<file path="config.mk">
export PLATFORM = sky130hd
export DESIGN_NAME = psum_binarize_packer
export DESIGN_NICKNAME = d
export VERILOG_FILES = /design/src/rtl/psum_binarize_packer.sv
export SDC_FILE = /design/constraint.sdc
export NUM_CORES = 1
export LEC_CHECK = 0
export BUFFER_PORTS_ARGS = -buffer_cell sky130_fd_sc_hd__buf_2
export CAP_MARGIN = 20
export CORE_ASPECT_RATIO = 0.8
export CORE_MARGIN = 3
export CORE_UTILIZATION = 45
export DETAILED_ROUTE_END_ITERATION = 6
export HOLD_SLACK_MARGIN = 0.02
export PLACE_DENSITY_LB_ADDON = 0.15
export SYNTH_ARGS = -nofsm -noshare
export SYNTH_HDL_FRONTEND = slang
export SYNTH_SLANG_ARGS = --single-unit
</file>
<file path="constraint.sdc">
create_clock -name clk_in -period 3.7 [get_ports clk_in]
set_input_delay 0.74 -clock clk_in [delete_from_list [all_inputs] [get_ports clk_in]]
set_output_delay 0.74 -clock clk_in [all_outputs]
set_load 0.01 [all_outputs]
</file>
<file path="src/rtl/psum_binarize_packer.sv">
// psum_binarize_packer
//
// Consumer end of a PE column. Each accepted partial sum is binarized against
// a per-channel threshold (folded batch-norm + sign, optional inversion for a
// negative BN scale). The resulting bits are packed LSB-first into PACK-bit
// activation words, which are in the same format as a PE activation window.
// A 2-entry output FIFO absorbs downstream backpressure.
//
// Handshake rule used on both sides: a transfer happens on a rising clk_in edge
// where valid and ready are both 1. Once valid is raised, the producer holds its
// payload until the transfer. Ready here comes only from registered state and
// never depends combinationally on the matching valid or on act_ready_in.
//
// Ports
//   clk_in          clock, rising edge
//   rst_in          asynchronous active-low reset
//   psum_valid_in   psum_in / last_in valid this cycle
//   psum_in         signed partial sum from the PE column (WIDTH)
//   last_in         final psum of a row; closes the current word
//   psum_ready_out  block accepts a psum this cycle (FIFO not full)
//   threshold_in    signed threshold; held static while a word fills
//   invert_in       flip output bit; held static while a word fills
//   act_valid_out   FIFO head valid
//   act_out         packed activation word (bit=1 means +1)
//   act_count_out   number of meaningful bits in act_out, 1..PACK
//   act_last_out    word was closed by last_in
//   act_ready_in    downstream accepts the head word
//   dbg_state       packer FSM state (0 = FILL, 1 = CLOSE pending)
module psum_binarize_packer #(
    parameter int WIDTH = 14,
    parameter int PACK  = 27,
    parameter int CNT_W = 5
) (
    input  logic             clk_in,
    input  logic             rst_in,
    input  logic             psum_valid_in,
    input  logic [WIDTH-1:0] psum_in,
    input  logic             last_in,
    output logic             psum_ready_out,
    input  logic [WIDTH-1:0] threshold_in,
    input  logic             invert_in,
    output logic             act_valid_out,
    output logic [PACK-1:0]  act_out,
    output logic [CNT_W-1:0] act_count_out,
    output logic             act_last_out,
    input  logic             act_ready_in,
    output logic             dbg_state
);

    // S_FILL: the next accepted psum only appends a bit unless last_in is set.
    // S_CLOSE: the counter sits at PACK-1, so the next accepted psum closes the word.
    typedef enum logic {
        S_FILL  = 1'b0,
        S_CLOSE = 1'b1
    } state_t;

    state_t           state_q, state_d;
    logic [CNT_W-1:0] cnt_q;
    logic [PACK-1:0]  word_q;

    // FIFO: head slot drives the outputs directly. Both slots read as zero
    // when they are unoccupied, so an empty FIFO drives zeros.
    logic [1:0]       fifo_cnt_q;
    logic [PACK-1:0]  head_word_q, tail_word_q;
    logic [CNT_W-1:0] head_cnt_q, tail_cnt_q;
    logic             head_last_q, tail_last_q;

    // Holds psum_ready_out low while reset is asserted and until the first edge after release.
    logic             run_q;

    logic             accept;
    logic             bit_b;
    logic             closing;
    logic             push, pop;
    logic [PACK-1:0]  word_bit;
    logic [CNT_W-1:0] cnt_inc;

    assign act_valid_out  = (fifo_cnt_q != 2'd0);
    assign act_out        = head_word_q;
    assign act_count_out  = head_cnt_q;
    assign act_last_out   = head_last_q;
    assign psum_ready_out = run_q && (fifo_cnt_q != 2'd2);
    assign dbg_state      = state_q;

    always_comb begin
        accept   = psum_valid_in && psum_ready_out;
        // Signed compare at full width. Equality maps to +1 before inversion.
        bit_b    = ($signed(psum_in) >= $signed(threshold_in)) ^ invert_in;
        word_bit = word_q | (PACK'(bit_b) << cnt_q);
        cnt_inc  = cnt_q + CNT_W'(1);
        closing  = accept && ((state_q == S_CLOSE) || last_in);
        push     = closing;
        pop      = act_valid_out && act_ready_in;

        state_d = state_q;
        if (accept) begin
            if (closing) begin
                state_d = S_FILL;
            end else if (cnt_q == CNT_W'(PACK - 2)) begin
                state_d = S_CLOSE;
            end
        end
    end

    always_ff @(posedge clk_in or negedge rst_in) begin
        if (!rst_in) begin
            state_q <= S_FILL;
            cnt_q   <= '0;
            word_q  <= '0;
            run_q   <= 1'b0;
        end else begin
            state_q <= state_d;
            run_q   <= 1'b1;
            if (closing) begin
                // Start the next word immediately, so no bubble cycle follows a close.
                cnt_q  <= '0;
                word_q <= '0;
            end else if (accept) begin
                cnt_q  <= cnt_inc;
                word_q <= word_bit;
            end
        end
    end

    always_ff @(posedge clk_in or negedge rst_in) begin
        if (!rst_in) begin
            fifo_cnt_q  <= 2'd0;
            head_word_q <= '0;
            head_cnt_q  <= '0;
            head_last_q <= 1'b0;
            tail_word_q <= '0;
            tail_cnt_q  <= '0;
            tail_last_q <= 1'b0;
        end else begin
            if (push && !pop) begin
                if (fifo_cnt_q == 2'd0) begin
                    head_word_q <= word_bit;
                    head_cnt_q  <= cnt_inc;
                    head_last_q <= last_in;
                end else begin
                    tail_word_q <= word_bit;
                    tail_cnt_q  <= cnt_inc;
                    tail_last_q <= last_in;
                end
                fifo_cnt_q <= fifo_cnt_q + 2'd1;
            end else if (pop && !push) begin
                // The tail moves up. It is zero when it was empty.
                head_word_q <= tail_word_q;
                head_cnt_q  <= tail_cnt_q;
                head_last_q <= tail_last_q;
                tail_word_q <= '0;
                tail_cnt_q  <= '0;
                tail_last_q <= 1'b0;
                fifo_cnt_q  <= fifo_cnt_q - 2'd1;
            end else if (push && pop) begin
                if (fifo_cnt_q == 2'd1) begin
                    head_word_q <= word_bit;
                    head_cnt_q  <= cnt_inc;
                    head_last_q <= last_in;
                end else begin
                    head_word_q <= tail_word_q;
                    head_cnt_q  <= tail_cnt_q;
                    head_last_q <= tail_last_q;
                    tail_word_q <= word_bit;
                    tail_cnt_q  <= cnt_inc;
                    tail_last_q <= last_in;
                end
            end
        end
    end

endmodule

</file>
After elaboration in Yosys (flattened, before gate mapping)
Index checks and enable logic that the tools add are counted.

word-level totals
  bits in latches = 0
  register bits = 102
  output and inout port bits = 36
  input port bits = 34
  ROM bits = 0
  memory bits (writable) = 0
  word-level logic and storage cells = 81
  memories kept = 0

cells by class
  div/mod/pow operators = 0
  equality and inequality tests = 6
  order comparisons = 1
  reduce and logical (&&, ||, !) cells = 19
  bitwise gates (word level) = 2
  multipliers = 0
  shifts and indexed selects = 1
  mux-type cells = 38
  add/sub/neg operators = 3

operator list
  kind                                                   count
  two-way mux 27 bit                                     12
  two-way mux 5 bit                                      12
  OR 27 bit                                              1
  left shift 1 x 5 -> 27 bit                             1
  >= comparator 14 bit                                   1
  two-way mux 1 bit                                      12
  nonzero test 2 bit                                     4
  logical AND 1 bit                                      7
  adder 5 x 1 -> 5 bit, second input constant            1
  equality test 5 bit, second input constant             1
  two-way mux 2 bit                                      2
  inequality test 2 bit, second input constant           2
  AND reduction 2 bit                                    2
  inequality test 3 bit, second input constant           1
  AND reduction 3 bit                                    1
  nonzero test 3 bit                                     1
  adder 2 x 1 -> 2 bit, second input constant            1
  equality test 2 x 1 -> 1 bit, second input constant    1
  logical NOT 1 bit                                      2
  logical NOT 2 bit                                      1
  inequality test 2 x 1 -> 1 bit, second input constant  1
  subtractor 2 x 1 -> 2 bit, second input constant       1
  logical OR 1 bit                                       1
  XOR 1 bit                                              1

Depth between registers and ports, before layout
Gate-level depths: netlist of the first run.

  word-level depth = 8
  mapped depth = 15
  depth with buffers taken out = 13

Worst setup path before layout of the first run
Ideal clock, no wire load.

  kind = input port to flip-flop
  start point = input last_in
  end point = register tail_word_q[19]
  library setup time = 0.083 ns
  cell stages on the path = 13
  slack = 0.579 ns
  path buffers = 4
  arrival time = 3.037 ns
  data required time = 3.617 ns
  path through = or2_2 -> clkbuf_1 -> nand2_1 -> clkbuf_1 -> inv_1 -> ha_1 -> a21oi_1 -> o21ai_1 -> a21oi_1 -> clkbuf_1 -> buf_1 -> a22oi_1 -> o21ai_0

on the way
  cells in the longest elaborated chain, start to end = 6
  elaborated cells between the ends (all ways) = 12
  those cells by class = 2 x eq/ne; 2 x mux; 8 x reduce/logical

RTL lines
  what                                                                        RTL line  text
  from (decl)                                                                 38        input logic last_in,
  logical OR 1 bit *                                                          91        closing = accept && ((state_q == S_CLOSE) || last_in);
  logical AND 1 bit *                                                         91
  logical NOT 1 bit                                                           146       end else if (pop && !push) begin
  logical AND 1 bit                                                           146
  inequality test 3 bit (no source line) (tied with other cells)              --
  AND reduction 3 bit (no source line) or two-way mux 27 bit (tied branches)  --
  to (signal assigned)                                                        141       tail_word_q <= word_bit;
  to (signal assigned)                                                        164       tail_word_q <= word_bit;
  to (decl)                                                                   64        logic [PACK-1:0] head_word_q, tail_word_q;

Every way passes the cells marked *; elsewhere a longest branch is shown, timed or not.
A chain may end at the register's enable or synchronous reset.

Worst setup path after layout of the first run
  start point = input psum_in[5]
  end point = register head_word_q[14], in the netlist act_out[14]

on the way
  cells in the longest elaborated chain, start to end = 8
  elaborated cells between the ends (all ways) = 9
  those cells by class = 1 x order compare; 1 x shift; 5 x mux; 2 x bitwise

RTL lines
  what                          RTL line  text
  from (decl)                   37        input logic [WIDTH-1:0] psum_in,
  >= comparator 14 bit *        88        bit_b = ($signed(psum_in) >= $signed(threshold_in)) ^ invert_in;
  XOR 1 bit *                   88
  left shift 1 x 5 -> 27 bit *  89        word_bit = word_q | (PACK'(bit_b) << cnt_q);
  OR 27 bit *                   89
  two-way mux 27 bit            156       if (fifo_cnt_q == 2'd1) begin
  two-way mux 27 bit            155       end else if (push && pop) begin
  two-way mux 27 bit            146
  two-way mux 27 bit *          135       if (push && !pop) begin
  to (signal assigned)          137       head_word_q <= word_bit;
  to (signal assigned)          148       head_word_q <= tail_word_q;
  to (signal assigned)          157       head_word_q <= word_bit;
  to (decl)                     64

Every way passes the cells marked *; elsewhere a longest branch is shown, timed or not. The select of a mux whose other input is x is not followed.

==> impl_metrics.py, run 1 <==
metrics = {
    "floorplanning": {
        "chipWidth_um": 126,
        "design.die.area_um2": 12900,
        "die_y_um": 102,
        "boundaryPins": 70,
        "core_um2": 11100,
        "start_util_pct": 46.9,
        "rows": 34,
    },
    "clocking": {
        "clockBufferDepth": 2,
        "post-cts-setup-buffers": 0,
        "tritoncts": "done",
        "clockRootBuffer": "clkbuf_16",
        "clock-sinks": 102,
        "clk_pin_slew_ns": 0.07,
        "cts_hold_buf": 0,
        "insertion_delay_ns": 0.35,
        "cts_made_buffers": 9,
        "cts_htree_levels": 3,
        "ctsResizeCount": 0,
    },
    "drt": {
        "avgViaCountPerCell": 5.85,
        "drt-total-wl_mm": 13.7,
        "wl_per_cell_um": 17.9,
        "firstDrtPassIters": 5,
        "postRouteAntennaNets": 0,
        "vias": 4501,
        "drt_iter0_markers": 383,
        "drc": 0,
    },
    "synthesis": {
        "synth_warnings": 0,
        "ys_ff_latch": 102,
        "yosys.cell_types.count": 42,
        "async_flop_share_pct": 100,
        "avgSynthCellArea_um2": 9.14,
        "synth_area_um2": 5190,
        "synthCells": 568,
        "synth_edf_count": 0,
        "ys_seq_area_share_pct": 49.2,
        "ys.flop_type": "dfrtp_1",
        "synth_nets": 624,
    },
    "setup_path": {
        "start_kind": "input port",
        "path_max_fanout": 21,
        "critPathRequiredTime_ns": 3.92,
        "crit_type": "input port to flip-flop",
        "rr_worst_depth": 13,
        "arrival_ns": 3.27,
        "worstSetupEndpointType": "flip-flop",
    },
    "layout": {
        "layout_commonest_cell": "dfrtp_1",
        "fin_area_um2": 5990,
        "antenna_cells": 0,
        "fin_util_pct": 54.2,
        "area_growth_pct": 15.4,
        "nNetsFinal": 676,
        "final_cell_mix": "dfrtp_1, o21ai_0, buf_2",
        "drive_above_1_share_pct": 17.8,
    },
    "sta": {
        "fin_hold_ws_ns": 0.478,
        "fmax_ghz": 0.328,
        "rsz0062_at_grt": "false",
        "finalSetupViolCount": 0,
        "maxSlewHeadroom_pct": 32.1,
        "worst_slew_pin_slew_ns": 1.02,
        "finalHoldViolCount": 0,
        "skew_ns": 0.00634,
        "finalSetupTns_ns": 0,
        "finalCritPeriodShare_pct": 82.4,
        "drv_slew": 0,
        "timing.final.crit_period_ns": 3.05,
    },
    "grt": {
        "use_met1_pct": 31.8,
        "grt_overflow": 0,
        "grt_usage_pct": 22.0,
        "use_met3_pct": 4.13,
        "antenna_found_initial": 0,
        "grt_start_max_net_pins": 66,
        "grt_first_pass_wirelength_mm": 22.7,
        "grt.busiest_layer": "met2",
        "met2_usage_pct": 33.9,
        "grt_pass1_vias": 4497,
    },
    "placed_design": {
        "hpwl_mm": 9.10,
        "place.gp.congestion": 0.825,
        "port_buffers": 69,
        "post_dp_cell_area_um2": 5670,
    },
    "power_and_ir_drop": {
        "p_per_area_nw_per_um2": 678,
        "ir_worst_vdd_uv": 346,
        "leakagePower_nw": 2.78,
        "finalPower_mw": 4.06,
    },
    "outcome": {
        "status": "finished clean",
    },
    "hold_path": {
        "hold_path_class": "input port to asynchronous set/reset pin",
    },
    "run": {
        "max_cap_viol_count": 0,
    },
}
power by group:
part / switching (mW) / total [mW] / internal (mW)
Clock: 0.424 / 1.01 / 0.583
Combinational: 1.06 / 1.59 / 0.530
Sequential: 0.151 / 1.47 / 1.32
worst max-delay path, stage by stage:
cell and delay [ns]:
buf_2 0.10, ha_1 0.31, nand4_1 0.16, o21bai_1 0.19, a311oi_1 0.44, o21a_1 0.36, o211ai_2 0.44, o41ai_1 0.53
Yosys cell counts (all sizes together), types with 2 or more instances:
| cell type | number | area (um^2) |
|---|---|---|
| dfrtp | 102 | 2550 |
| o21ai | 74 | 370 |
| nor2 | 63 | 236 |
| nand2 | 59 | 221 |
| a21oi | 36 | 180 |
| clkbuf | 33 | 124 |
| nor3 | 32 | 171 |
| a22oi | 27 | 203 |
| o41ai | 26 | 243 |
| inv | 24 | 90.1 |
| ha | 22 | 275 |
| nand3 | 10 | 50.1 |
| a32o | 6 | 60.1 |
| buf | 6 | 45.0 |
| nand2b | 5 | 31.3 |
| nor2b | 5 | 31.3 |
| xnor2 | 4 | 35.0 |
| nand4 | 3 | 25.0 |
| o211ai | 3 | 37.5 |
| o21a | 3 | 22.5 |
| or2 | 3 | 18.8 |
| xor2 | 3 | 26.3 |
| a21o | 2 | 15.0 |
| and3 | 2 | 12.5 |
| o31ai | 2 | 15.0 |
| or3 | 2 | 12.5 |
stage by stage:
stage,setup slack [ns],std cells
2_1_floorplan,0.579,568
3_3_place_gp,0.422,753
3_5_place_dp,0.304,753
4_1_cts,0.630,769
5_1_grt,0.410,769
6_report,0.652,769
sequential cells by signal, indices dropped and copies added (netlist names):
register       flops
act_count_out      5
act_last_out       1
act_out           27
cnt_q              5
dbg_state          1
fifo_cnt_q         2
run_q              1
tail_cnt_q         5
tail_last_q        1
tail_word_q       27
word_q            27
cell families (layout without fill, tap and decap cells):
| kind of cell | count (synthesis) | after routing | synth area share (%) |
|---|---|---|---|
| other | 1 | 1 | 0.0722 |
| DFF | 102 | 102 | 49.2 |
| xor gates and xnor gates | 7 | 7 | 1.18 |
| AOI/OAI and AO/OA | 185 | 185 | 23.0 |
| adders and majority gates | 22 | 22 | 5.30 |
| muxes | 2 | 2 | 0.410 |
| and+or+nand+nor | 186 | 186 | 15.9 |
| buffers and inverters | 63 | 120 | 4.99 |
cell type report:
type | instances | area, um^2
tap | 144 | 180
inverter | 24 | 90.1
sequential | 102 | 2550
fill | 1020 | 5070
timing repair buffer | 80 | 443
multi-input combinational | 403 | 2410
clock inverter | 4 | 52.6
clock buffer | 12 | 267
per-layer routing:
metal | wire [um] | vias to the layer above
li1 | - | 2136
met1 | 6700 | 2215
met2 | 6120 | 134
met4 | 158 | 0
met5 | 0 | -
met3 | 771 | 16
path summary, 6_finish.rpt:
path                                           start  slack, ns                           end
max                                       psum_in[5]       0.65       act_out[14]$_DFFE_PN0P_
min                                           rst_in       0.48  act_count_out[0]$_DFFE_PN0P_
max reg2reg                fifo_cnt_q[0]$_DFFE_PN0P_       0.82        act_out[7]$_DFFE_PN0P_
min reg2reg                tail_cnt_q[4]$_DFFE_PN0P_       0.48     tail_cnt_q[4]$_DFFE_PN0P_
max in group asynchronous                     rst_in       2.37        act_out[9]$_DFFE_PN0P_
min in group clk_in        tail_cnt_q[4]$_DFFE_PN0P_       0.48     tail_cnt_q[4]$_DFFE_PN0P_
No activity file was read; power rests on OpenSTA's default activity.
==> run 2: changes to the inputs <==
- ABC_AREA: unset -> 1
- clock period: 3.7 -> 2.9 ns (I/O delays scaled with it)
==> run 2 against run 1 <==
Against the previous run:
- flip-flop and latch count stayed put
- setup slack worse by 0.30 ns
- critical path depth is 8 higher
- register-to-register slack worse by 0.46 ns
- critical path type is now flip-flop to flip-flop
- largest power group unchanged
==> impl_metrics.py, run 2 <==
metrics = {
    "outcome": {
        "status": "finished clean",
    },
    "layout": {
        "layout_commonest_cell": "nand2_1",
        "fillCellCount": 1079,
        "nNetsFinal": 773,
        "finalNonFillerCells": 866,
        "fin_util_pct": 55.2,
        "final_cell_mix": "nand2_1, dfrtp_1, inv_1",
        "area_growth_pct": 15.9,
        "fin_area_um2": 6200,
        "antenna_cells": 0,
        "drive_above_1_share_pct": 19.7,
    },
    "floorplanning": {
        "design.die.area_um2": 13200,
        "core_um2": 11200,
        "rows": 34,
        "chipWidth_um": 128,
        "start_util_pct": 47.7,
        "boundaryPins": 70,
        "die_y_um": 104,
    },
    "setup_path": {
        "arrival_ns": 2.79,
        "rr_worst_depth": 16,
        "crit_type": "flip-flop to flip-flop",
        "r2r_slack_ns": 0.36,
        "path_max_fanout": 13,
        "critPathRequiredTime_ns": 3.15,
        "reg2reg_to": "tail_word_q[3]$_DFFE_PN0P_",
        "startpoint": "fifo_cnt_q[0]$_DFFE_PN0P_",
        "start_kind": "flip-flop",
        "rr_startpoint": "fifo_cnt_q[0]$_DFFE_PN0P_",
        "worstSetupEndpointType": "flip-flop",
        "endpoint": "tail_word_q[3]$_DFFE_PN0P_",
    },
    "grt": {
        "grt_first_pass_wirelength_mm": 20.6,
        "grt_usage_pct": 18.9,
        "grt_start_max_net_pins": 46,
        "grt_pass1_vias": 4313,
        "antenna_found_initial": 0,
        "grt_overflow": 0,
        "met2_usage_pct": 29.6,
        "use_met3_pct": 3.86,
        "grt.busiest_layer": "met2",
        "use_met1_pct": 26.8,
    },
    "drt": {
        "drt_iter0_markers": 234,
        "avgViaCountPerCell": 4.99,
        "drt-total-wl_mm": 11.8,
        "postRouteAntennaNets": 0,
        "wl_per_cell_um": 13.6,
        "drc": 0,
        "firstDrtPassIters": 5,
        "vias": 4321,
    },
    "sta": {
        "finalCritPeriodShare_pct": 87.7,
        "timing.final.crit_period_ns": 2.54,
        "rsz0062_at_grt": "false",
        "worst_slew_pin_slew_ns": 0.633,
        "skew_ns": 0.00571,
        "fin_hold_ws_ns": 0.170,
        "finalSetupViolCount": 0,
        "drv_slew": 0,
        "fmax_ghz": 0.393,
        "finalSetupTns_ns": 0,
        "maxSlewHeadroom_pct": 57.6,
        "finalHoldViolCount": 0,
    },
    "synthesis": {
        "ys.flop_type": "dfrtp_1",
        "yosys-top-cells-area": "dfrtp_1, nand2_1, inv_1",
        "synthXorXnorAreaFrac_pct": 0.818,
        "async_flop_share_pct": 100,
        "yosys.cell_types.count": 35,
        "yosys.area_share.simple_pct": 21.7,
        "synth_warnings": 0,
        "yosys.area_share.adder_pct": 5.14,
        "synth_top_family_by_area": "simple AND/OR/NAND/NOR gates",
        "synth_area_um2": 5350,
        "synthTopCellsByCount": "nand2_1, dfrtp_1, inv_1",
        "ys_ff_latch": 102,
        "avgSynthCellArea_um2": 8.32,
        "synth_edf_count": 0,
        "synth_top_cell_by_area": "dfrtp_1",
        "synth_compound_area_share_pct": 14.4,
        "synth_nets": 699,
        "muxShareOfSynthArea_pct": 0,
        "synthCells": 643,
        "ys_seq_area_share_pct": 47.7,
        "synth.most_common_cell": "nand2_1",
        "synth_top_cell_area_share_pct": 47.7,
    },
    "placed_design": {
        "dpl.cell_count": 850,
        "post_dp_cell_area_um2": 5900,
        "place.gp.congestion": 0.849,
        "hpwl_mm": 8.46,
        "port_buffers": 69,
    },
    "clocking": {
        "clock-sinks": 102,
        "clockRootBuffer": "clkbuf_16",
        "post-cts-setup-buffers": 0,
        "clk_pin_slew_ns": 0.06,
        "clockBufferDepth": 2,
        "tritoncts": "done",
        "ctsResizeCount": 0,
        "cts_htree_levels": 3,
        "cts_made_buffers": 9,
        "cts_hold_buf": 0,
        "insertion_delay_ns": 0.34,
    },
    "power_and_ir_drop": {
        "ir_worst_vdd_uv": 405,
        "leakagePower_nw": 3.23,
        "p_per_area_nw_per_um2": 804,
    },
    "hold_path": {
        "hold_path_class": "input port to asynchronous set/reset pin",
    },
    "run": {
        "max_cap_viol_count": 0,
    },
}
-- run 2: changes by cell type in the layout (fill, tap and decap cells not counted), moves of 7 or more --
| cell | before | now |
|---|---|---|
| nor2_1 | 63 | 17 |
| o41ai_1 | 24 | 0 |
| o21ai_1 | 2 | 22 |
| o22ai_1 | 0 | 8 |
| nand2_2 | 0 | 7 |
| nand2_1 | 59 | 167 |
| a21oi_1 | 35 | 52 |
| nor3_1 | 31 | 3 |
| o21ai_0 | 70 | 56 |
| a22oi_1 | 27 | 0 |
| nand3_1 | 10 | 17 |
| inv_1 | 24 | 93 |
-- run 2: stage by stage --
stage / worst slack (ns) / total power, mW
after detailed placement: 0.249 / 3.81
after global routing: 0.110 / 5.38
final: 0.356 / 4.98
after floorplan: 0.0327 / 3.18
after global placement: 0.346 / 3.78
after CTS: 0.318 / 5.06
-- run 2: layer usage --
layer,routed length [um],share of wire (%)
met5,0,0
met4,110,0.93
met3,562,4.8
met2,5470,46
met1,5660,48
-- run 2: area by class of cell --
cell class / instances / area, um^2 / area share (%)
sequential: 102 / 2550 / 41.2
multi-input combinational: 415 / 2260 / 36.4
timing repair buffer: 88 / 528 / 8.51
inverter: 101 / 379 / 6.11
clock buffer: 13 / 260 / 4.20
tap: 144 / 180 / 2.90
clock inverter: 3 / 42.5 / 0.686
-- run 2: logic make-up after synthesis --
kind of cell / after synthesis
compound gates: 147
xor+xnor: 5
fa+ha+maj: 22
buf+inv: 126
flops: 102
other cells: 1
simple gates: 240
-- run 2: worst min-delay path by stage --
| stage | startpoint | endpoint | cells after the start |
|---|---|---|---|
| global placement | act_out[14]$_DFFE_PN0P_ | act_out[14]$_DFFE_PN0P_ | 2 |
| finish | rst_in | act_out[8]$_DFFE_PN0P_ | 1 |
| detailed placement | act_out[4]$_DFFE_PN0P_ | act_out[4]$_DFFE_PN0P_ | 2 |
| floorplan | rst_in | act_count_out[0]$_DFFE_PN0P_ | 0 |
| CTS | rst_in | act_out[10]$_DFFE_PN0P_ | 1 |
| global route | rst_in | act_count_out[2]$_DFFE_PN0P_ | 1 |
-- run 2: critical path: stages (launching register included) --
cell and delay, ns:
dfrtp_1 0.38, inv_1 0.08, ha_1 0.19, nor2_1 0.16, nand2_1 0.11, nor2_2 0.11, inv_1 0.08, ha_1 0.31
inv_1 0.07, nand2_1 0.06, nand2_1 0.05, nor2_2 0.21, o21ai_2 0.19, inv_2 0.09, buf_4 0.20, nand2_1 0.07
o21ai_0 0.09
-- run 2: power by group --
| part | internal, mW | switching [mW] |
|---|---|---|
| Sequential | 1.71 | 0.150 |
| Clock | 0.716 | 0.506 |
| Combinational | 0.654 | 1.24 |
| Total | 3.08 | 1.90 |
